## src/rtl/add64_seq_ctrl.sv

```systemverilog
// Sequencer for a 64-bit ripple adder: gathers eight 16-bit beats into A/B,
// waits for the adder to settle, then hands the captured sum downstream.
module add64_seq_ctrl #(
  parameter int unsigned SETTLE_CYCLES = 4
) (
  input  logic        clk,
  input  logic        rst,
  input  logic        in_valid,
  output logic        in_ready,
  input  logic [15:0] in_data,
  input  logic        in_cin,
  output logic [63:0] A_out,
  output logic [63:0] B_out,
  output logic        Cin_out,
  input  logic [63:0] Sum_in,
  input  logic        Cout_in,
  output logic        res_valid,
  input  logic        res_ready,
  output logic [63:0] res_sum,
  output logic        res_cout,
  output logic [15:0] op_count
);

  localparam int unsigned BEAT_W   = 3;
  localparam int unsigned SETTLE_W = 8;
  // A zero settle time would never let the counter hit 1; clamp it to one cycle.
  localparam int unsigned SETTLE_EFF = (SETTLE_CYCLES == 0) ? 1 : SETTLE_CYCLES;
  localparam logic [SETTLE_W-1:0] SETTLE_INIT = SETTLE_W'(SETTLE_EFF);
  localparam logic [BEAT_W-1:0]   LAST_BEAT   = BEAT_W'(7);

  typedef enum logic [1:0] {
    LOAD   = 2'd0,
    SETTLE = 2'd1,
    DONE   = 2'd2
  } state_t;

  state_t              state, state_next;
  logic [BEAT_W-1:0]   beat;
  logic [SETTLE_W-1:0] settle_cnt;
  logic                accept;
  logic                settle_end;
  logic                consume;

  // State register
  always_ff @(posedge clk or posedge rst) begin
    if (rst) state <= LOAD;
    else     state <= state_next;
  end

  // Next-state and handshake decode
  always_comb begin
    state_next = state;
    in_ready   = 1'b0;
    res_valid  = 1'b0;
    accept     = 1'b0;
    settle_end = 1'b0;
    consume    = 1'b0;
    case (state)
      LOAD: begin
        in_ready = 1'b1;
        accept   = in_valid;
        if (in_valid && (beat == LAST_BEAT)) state_next = SETTLE;
      end
      SETTLE: begin
        settle_end = (settle_cnt <= SETTLE_W'(1));
        if (settle_end) state_next = DONE;
      end
      DONE: begin
        res_valid = 1'b1;
        consume   = res_ready;
        if (res_ready) state_next = LOAD;
      end
      default: state_next = LOAD;
    endcase
  end

  // Operand assembly, settle timing, result capture and op counting
  always_ff @(posedge clk or posedge rst) begin
    if (rst) begin
      beat       <= '0;
      settle_cnt <= '0;
      A_out      <= '0;
      B_out      <= '0;
      Cin_out    <= 1'b0;
      res_sum    <= '0;
      res_cout   <= 1'b0;
      op_count   <= '0;
    end else begin
      if (accept) begin
        beat <= beat + BEAT_W'(1);
        if (beat == '0) Cin_out <= in_cin;
        // Little-endian halfwords: beats 0..3 fill A, 4..7 fill B.
        if (!beat[2]) A_out[{beat[1:0], 4'b0000} +: 16] <= in_data;
        else          B_out[{beat[1:0], 4'b0000} +: 16] <= in_data;
        if (beat == LAST_BEAT) settle_cnt <= SETTLE_INIT;
      end
      if (state == SETTLE) begin
        settle_cnt <= settle_cnt - SETTLE_W'(1);
        if (settle_end) begin
          res_sum  <= Sum_in;
          res_cout <= Cout_in;
        end
      end
      if (consume) op_count <= op_count + 16'd1;
    end
  end

endmodule

```

## config.mk

```make
export PLATFORM = sky130hd
export DESIGN_NAME = add64_seq_ctrl
export DESIGN_NICKNAME = d
export VERILOG_FILES = /design/src/rtl/add64_seq_ctrl.sv
export SDC_FILE = /design/constraint.sdc
export NUM_CORES = 1
export LEC_CHECK = 0
export ABC_AREA = 1
export BUFFER_PORTS_ARGS = -buffer_cell sky130_fd_sc_hd__buf_2
export CAP_MARGIN = 20
export CORE_ASPECT_RATIO = 0.8
export CORE_MARGIN = 3
export CORE_UTILIZATION = 40
export CTS_BUF_LIST = sky130_fd_sc_hd__clkbuf_2 sky130_fd_sc_hd__clkbuf_4 sky130_fd_sc_hd__clkbuf_8
export DETAILED_ROUTE_END_ITERATION = 12
export HOLD_SLACK_MARGIN = 0.03
export PLACE_DENSITY = 0.73
export SLEW_MARGIN = 25
export SYNTH_ARGS = -nofsm -noshare
export SYNTH_HDL_FRONTEND = slang
export SYNTH_SLANG_ARGS = --single-unit
```

## constraint.sdc

```tcl
create_clock -name clk -period 8.45 [get_ports clk]
set_clock_uncertainty 0.2 [all_clocks]
set_input_delay 2.1125 -clock clk [delete_from_list [all_inputs] [get_ports clk]]
set_output_delay 2.1125 -clock clk [all_outputs]
set_load 0.05 [all_outputs]
```

Yosys cells after proc, flatten, opt, wreduce, memory -nomap -nowiden. Index checks and enable logic that the tools add are counted.

Flip-flop bits (word level): 223. Latch bits: 0. Bits in writable memories: 0. Bits in read-only memories: 0. Input bits: 86. Word-level logic and storage cells: 48. Memories: 0.

Add/sub/neg operators: 4. $mul: 0. Divide/modulo/power cells: 0. Order comparisons: 1. Equality and inequality tests: 6. Shifts and indexed selects: 2. Mux-type cells: 14. Bitwise logic cells: 1. Reduce and logical (&&, ||, !) cells: 11.

Operators with widths (number): $bwmux 64 (2); $shift 16x8->64 const A (1); $shiftx 16x8->64 (1); $mux 8 (3); $add 16x1->16 const B (1); $reduce_and 2->1 (5); $le 8x1->1 const B (1); $neg 6->8 (1); $sub 8x1->8 const B (1); $mux 2 (3); $ne 2x2->1 const B (3); $pmux 2 s3 (1); $mux 1 (5); $reduce_bool 2->1 (2); $add 3x1->3 const B (1); $eq 3x3->1 const B (1); $logic_not 3->1 (1); $reduce_and 3->1 (1); $eq 2x1->1 const B (1); $eq 2x2->1 const B (1); $logic_not 2->1 (1); $logic_and 1x1->1 (1); $not 1->1 (1).

Depth between registers and ports, before layout. Gate-level depths: netlist of the first run.

Depth after elaboration: 4. Mapped depth: 9. Gate-level depth less buffers: 9.

Worst setup path before layout of the first run. Ideal clock, no wire load.

Path type: register to output. Start: register state[1]. End: output res_valid. Arrival: 1.174 ns. Data required time: 6.137 ns. Setup slack: 4.964 ns. Stages on the path, launching flop included: 3. Buffers on the path: 0. Cells stage by stage: dfrtp_1 > inv_1 > nor2_1.

Cells in the longest elaborated chain, start to end: 2.

RTL lines: start: declaration (line 37) `state_t state, state_next;`; start signal: assignment (line 47) `else state <= state_next;`; $eq 2x2->1 (line 58) `case (state)`; $mux 1 (line 58); end: declaration (line 17) `output logic res_valid,`.

No other way between the ends.

Worst setup path after layout of the first run. Same ends and word-level chain as after synthesis.

==> results.json, run 1 <==
{
  "p_comb_frac": 0.495,
  "die_y_um": 144,
  "tightest_slew_ps": 1020,
  "met2_length_mm": 13.2,
  "cp.required_ps": 6140,
  "cts_buffer_depth": 3,
  "hpwl_mm": 20.3,
  "drtIter0Drc": 656,
  "finalHoldViolCount": 0,
  "vias": 8652,
  "grt_max_degree": 149,
  "ys_types": 30,
  "wl_met1_mm": 12.3,
  "r2r_setup_slack_ps": 5210,
  "dpl_cell_area_um2": 11200,
  "grt_use_total": 0.219,
  "seqCellArea_um2": 5580,
  "core_area_um2": 23000,
  "multi_input_comb_area_um2": 3500,
  "layout_setup_ws_ps": 4620,
  "pre_cts_ws_ps": 4220,
  "syn2layout_area_growth_pct": 25.2,
  "worstSetupPathType": "reg2out",
  "p_sw_mw": 2.83,
  "grt_pass1_vias": 8219,
  "place_congestion": 0.868,
  "yosys_register_bits": 223,
  "finalMaxSlewViolations": 0,
  "grt_pass1_wl_mm": 44.5,
  "p_sw_frac": 0.527,
  "final_layout_size_suffix_gt1_frac": 0.276,
  "row_count": 49,
  "min_period_over_period": 0.453,
  "hold_path.class": "reg2reg",
  "die_x_um": 179,
  "wl_met3_mm": 2.98,
  "dieArea_um2": 25800,
  "status": "finished, final reports clean",
  "synth-seq-area-share": 0.584,
  "arrival_ps": 1520,
  "worstHoldStart": "res_sum[25]",
  "fill_cells": 2152,
  "synth_nets": 1200,
  "yosysTopAreaCell": "dfrtp_1",
  "final_nets": 1479,
  "htreeDepth": 2,
  "fin_crit_ps": 3830,
  "highest-signal-layer": "met4",
  "wl_per_cell_um": 17.2,
  "max-cap-violations": 0,
  "syn_inst": 1105,
  "leakagePower_nw": 6.71,
  "cts_resized": 0,
  "avgSynthCellArea_um2": 8.65,
  "cts_tree": "built",
  "cts_setup_buffers": 0,
  "drc": 0,
  "path_max_fanout": 4,
  "power.density_nw_per_um2": 448,
  "via_per_inst": 5.05,
  "synth_area_leaders": "dfrtp_1 58%, nand2_1 17%, o21ai_0 4.8%",
  "num_antenna_cells": 0,
  "drt-total-wl_mm": 29.4,
  "crit_start": "state[1]",
  "yosysWarnings": 0,
  "setup.worst_path.end_class": "output port",
  "synth_top_area_frac": 0.584,
  "clkPwrFrac": 0.190,
  "clock.fmax_mhz": 261,
  "cts-buffers-inserted": 38,
  "cts_hold_buffers": 0,
  "fin_area_um2": 12000,
  "intPower_mw": 2.54,
  "grt_setup_unrepaired": "no",
  "p_seq_frac": 0.314,
  "cts_num_sinks": 223,
  "synth_area_um2": 9560,
  "globalRouteOverflowTotal": 0,
  "pin_count": 298,
  "finalSetupTns_ps": 0,
  "start_util": 0.416,
  "worstSetupStartpointType": "flop",
  "r2r-start": "beat[0]",
  "ant_nets": 0,
  "port_buffers": 297,
  "slew_headroom": 0.317,
  "clk_latency_ps": 510,
  "dr.pass1.iters": 5,
  "ir_drop_v": 0.000278,
  "cts_root_buffer": "clkbuf_8",
  "antenna_found_initial": 0,
  "clk_pin_slew_ps": 60,
  "setup_viol": 0
}
## sequential cells by signal, indices dropped and copies added (netlist names)
signal / count
B_out: 64
A_out: 64
Cin_out: 1
res_cout: 1
settle_cnt: 8
state: 2
op_count: 16
res_sum: 64
beat: 3
## power by group through the flow
stage	registers [mW]	logic, mW	clock network [mW]
2_1_floorplan	2.91	0.779	0
3_3_place_gp	1.69	2.64	0
3_5_place_dp	1.69	2.68	0
4_1_cts	1.68	2.68	1.04
5_1_grt	1.73	2.85	1.09
6_report	1.69	2.66	1.02
## cell usage after synthesis
library cell,number
nand2_1,421
dfrtp_1,223
o21ai_0,91
nand3_1,80
nor2_1,57
o21ai_1,46
inv_1,42
nor3_1,33
clkbuf_1,31
buf_2,20
buf_6,9
ha_1,9
xor2_1,7
xnor2_1,6
nor2_2,5
nor2_4,5
o21ai_2,4
nand4_1,3
buf_4,2
buf_1,1
clkinv_1,1
inv_2,1
mux2_2,1
mux2i_1,1
nand2_2,1
nand2_4,1
nand3b_1,1
o22ai_1,1
o31ai_1,1
or2_1,1
## routing by layer
| layer | track usage | vias up |
|---|---|---|
| met5 | 0 | - |
| met4 | 0.0754 | 0 |
| met2 | 0.344 | 430 |
| met1 | 0.295 | 4063 |
| met3 | 0.0625 | 61 |
| li1 | - | 4098 |
## area by class of cell
cell class	instances	area share
Clock buffer	62	0.0645
Clock inverter	1	0.00251
Sequential cell	223	0.466
Multi-Input combinational cell	775	0.292
Tap cell	306	0.0320
Inverter	44	0.0148
Timing Repair Buffer	302	0.127
## placed cells by master (no fill, tap or decap), drive strengths merged
cell / count
clkinv: 3
o31ai: 1
mux2: 1
xnor2: 6
buf: 302
o21ai: 141
xor2: 7
clkbuf: 62
nand3b: 1
nand2: 423
nand3: 80
mux2i: 1
nor2: 67
nand4: 3
dfrtp: 223
or2: 1
nor3: 33
ha: 9
inv: 41
o22ai: 1
bufinv: 1
## cells by family after synthesis
group           after synthesis  synth area share
compound gates              143            0.0768
xor+xnor                     13            0.0119
fa+ha+maj                     9            0.0118
buf+inv                     107            0.0525
flops                       223             0.584
mux                           2           0.00222
simple gates                608             0.261
## critical path, stage by stage (launching register included)
cell     delay, ps
dfrtp_1        470
inv_1          110
nor2_1         130
buf_2          290
## final timing paths
kind,endpoint,cells after the start
worst max-delay path,res_valid,3
worst min-delay path,res_sum[25],2
worst max register to register,B_out[15],7
worst min register to register,res_sum[25],2
max in group asynchronous,res_sum[35],3
min in group asynchronous,res_sum[60],2
## per-stage QoR
step	instances	power, mW	hold WS [ps]	util
after floorplan	1105	3.69	259	-
after global placement	1650	4.33	248	0.485
after detailed placement	1650	4.37	253	0.485
after CTS	1713	5.40	266	0.520
after global routing	1713	5.67	284	0.520
final	1713	5.36	266	0.520
Note: power is estimated with default switching activity, not from simulation.
==> inputs of run 2 (changes only) <==
--- a/config.mk
+++ b/config.mk
@@ -14,7 +14,7 @@
 export CTS_BUF_LIST = sky130_fd_sc_hd__clkbuf_2 sky130_fd_sc_hd__clkbuf_4 sky130_fd_sc_hd__clkbuf_8
 export DETAILED_ROUTE_END_ITERATION = 12
 export HOLD_SLACK_MARGIN = 0.03
-export PLACE_DENSITY = 0.73
+export PLACE_DENSITY = 0.71
 export SLEW_MARGIN = 25
 export SYNTH_ARGS = -nofsm -noshare
 export SYNTH_HDL_FRONTEND = slang
==> constraint.sdc (replaced) <==
create_clock -name clk -period 3.7 [get_ports clk]
set_clock_uncertainty 0.2 [all_clocks]
set_input_delay 0.925 -clock clk [delete_from_list [all_inputs] [get_ports clk]]
set_output_delay 0.925 -clock clk [all_outputs]
set_load 0.05 [all_outputs]
==> run 2 against run 1 <==
Effect of this change:
- power up 140%
- core utilization up 0.99 points
- first-iteration DRC count is 4.9% lower
- setup slack got worse by 3500 ps
- clock power grew to 2.6 times the previous value
- critical path type unchanged
- critical endpoint unchanged
- critical path depth unchanged
==> results.json, run 2 (synthesized netlist as in run 1, its figures left out) <==
{
  "reg_top3": "A_out: 64 flops, B_out: 64 flops, res_sum: 64 flops",
  "core_area_um2": 23000,
  "tightest_slew_ps": 911,
  "fin_cells": 1732,
  "start_util": 0.416,
  "worstSetupPathType": "reg2out",
  "globalRouteOverflowTotal": 0,
  "power.total_mw": 12.7,
  "placedCellCount": 1659,
  "layout_setup_ws_ps": 1080,
  "row_count": 49,
  "antenna_found_initial": 6,
  "drt-total-wl_mm": 30.0,
  "grt_pass1_wl_mm": 45.8,
  "status": "finished, final reports clean",
  "grt_pass1_vias": 8409,
  "pin_count": 298,
  "syn2layout_area_growth_pct": 27.5,
  "clock.fmax_mhz": 381,
  "htreeDepth": 2,
  "setup.worst_path.end_class": "output port",
  "ir_drop_v": 0.000523,
  "leakagePower_nw": 6.82,
  "cts_resized": 0,
  "finalHoldViolCount": 0,
  "grt_setup_unrepaired": "no",
  "final_common_cell": "nand2_1",
  "cts_root_buffer": "clkbuf_8",
  "dr.pass1.iters": 5,
  "ant_nets": 0,
  "path_max_fanout": 4,
  "setup_viol": 0,
  "hold_path.class": "reg2reg",
  "slew_headroom": 0.390,
  "cts_buffer_depth": 3,
  "vias": 8662,
  "layout_common_cells": "420 x nand2_1, 297 x buf_2, 223 x dfrtp_1, 91 x o21ai_0, 80 x nand3_1",
  "finalMaxSlewViolations": 0,
  "grt_max_degree": 107,
  "slowest_stage": "dfrtp_1",
  "arrival_ps": 1500,
  "die_y_um": 144,
  "power.density_nw_per_um2": 1040,
  "clk_latency_ps": 520,
  "pre_cts_ws_ps": 900,
  "final_nets": 1489,
  "cts_tree": "built",
  "dieArea_um2": 25800,
  "wl_per_cell_um": 17.3,
  "die_x_um": 179,
  "port_buffers": 297,
  "clk_pin_slew_ps": 60,
  "cp.required_ps": 2570,
  "min_period_over_period": 0.709,
  "final_layout_size_suffix_gt1_frac": 0.284,
  "hpwl_mm": 21.0,
  "drc": 0,
  "max-cap-violations": 0,
  "fin_crit_ps": 2620,
  "via_per_inst": 5.00,
  "crit_chain": "inv_1 -> nor2_1 -> buf_2",
  "cp_slowest_stage_delay_ps": 460,
  "drtIter0Drc": 624,
  "grt_use_total": 0.227,
  "cts_hold_buffers": 0,
  "place_congestion": 0.821,
  "cts_setup_buffers": 0,
  "cts_num_sinks": 223,
  "cts-buffers-inserted": 39,
  "worstSetupStartpointType": "flop"
}
-- run 2: cell types whose count changed in the layout (fill, tap and decap cells not counted), sizes merged --
cell,change
inv,+1
buf,+9
diode,+2
clkinvlp,+1
clkbuf,+4
bufinv,+2
-- run 2: routing by layer --
layer	GRT usage	vias to the layer above	wire length, um
met5	0	-	54
li1	-	4143	-
met3	0.0927	53	3510
met4	0.0730	8	704
met1	0.290	4094	12300
met2	0.355	364	13500
-- run 2: area by class of cell --
type / count / area (um2)
Fill cell: 2159 / 10800
Sequential cell: 223 / 5580
Multi-Input combinational cell: 775 / 3490
Timing Repair Buffer: 311 / 1620
Clock buffer: 66 / 846
Tap cell: 306 / 383
Inverter: 44 / 169
Clock inverter: 5 / 100
Antenna cell: 2 / 5.00
-- run 2: path summary, 6_finish.rpt --
kind	startpoint	end	slack (ps)	cells after the start
setup / recovery	state[1]	res_valid	1080	3
min in group asynchronous	rst	Cin_out	350	3
setup reg to reg	beat[0]	B_out[60]	1250	7
hold / removal	res_sum[3]	res_sum[3]	260	2
hold reg to reg	res_sum[3]	res_sum[3]	260	2
max in group asynchronous	rst	B_out[9]	2160	3
-- run 2: power by group --
group | switching (mW) | total [mW] | internal, mW | leakage, nW
sequential | 0.515 | 3.83 | 3.31 | 2.77
combinational | 5.01 | 6.17 | 1.16 | 3.56
clock | 1.01 | 2.66 | 1.65 | 0.499
-- run 2: worst max-delay path: cells and delay by family (launching register included) --
family	cells	cell delay, ps
buffers and inverters	2	390
and+or+nand+nor	1	120
DFF	1	460
-- run 2: through the flow --
step / util / hold slack, ps / cell area [um2] / TNS (ps)
after floorplan: - / 259 / 9570 / -74710
after global placement: 0.489 / 249 / 11200 / 0
after detailed placement: 0.489 / 254 / 11200 / 0
after CTS: 0.530 / 268 / 12200 / 0
after global routing: 0.530 / 285 / 12200 / 0
final: 0.530 / 261 / 12200 / 0
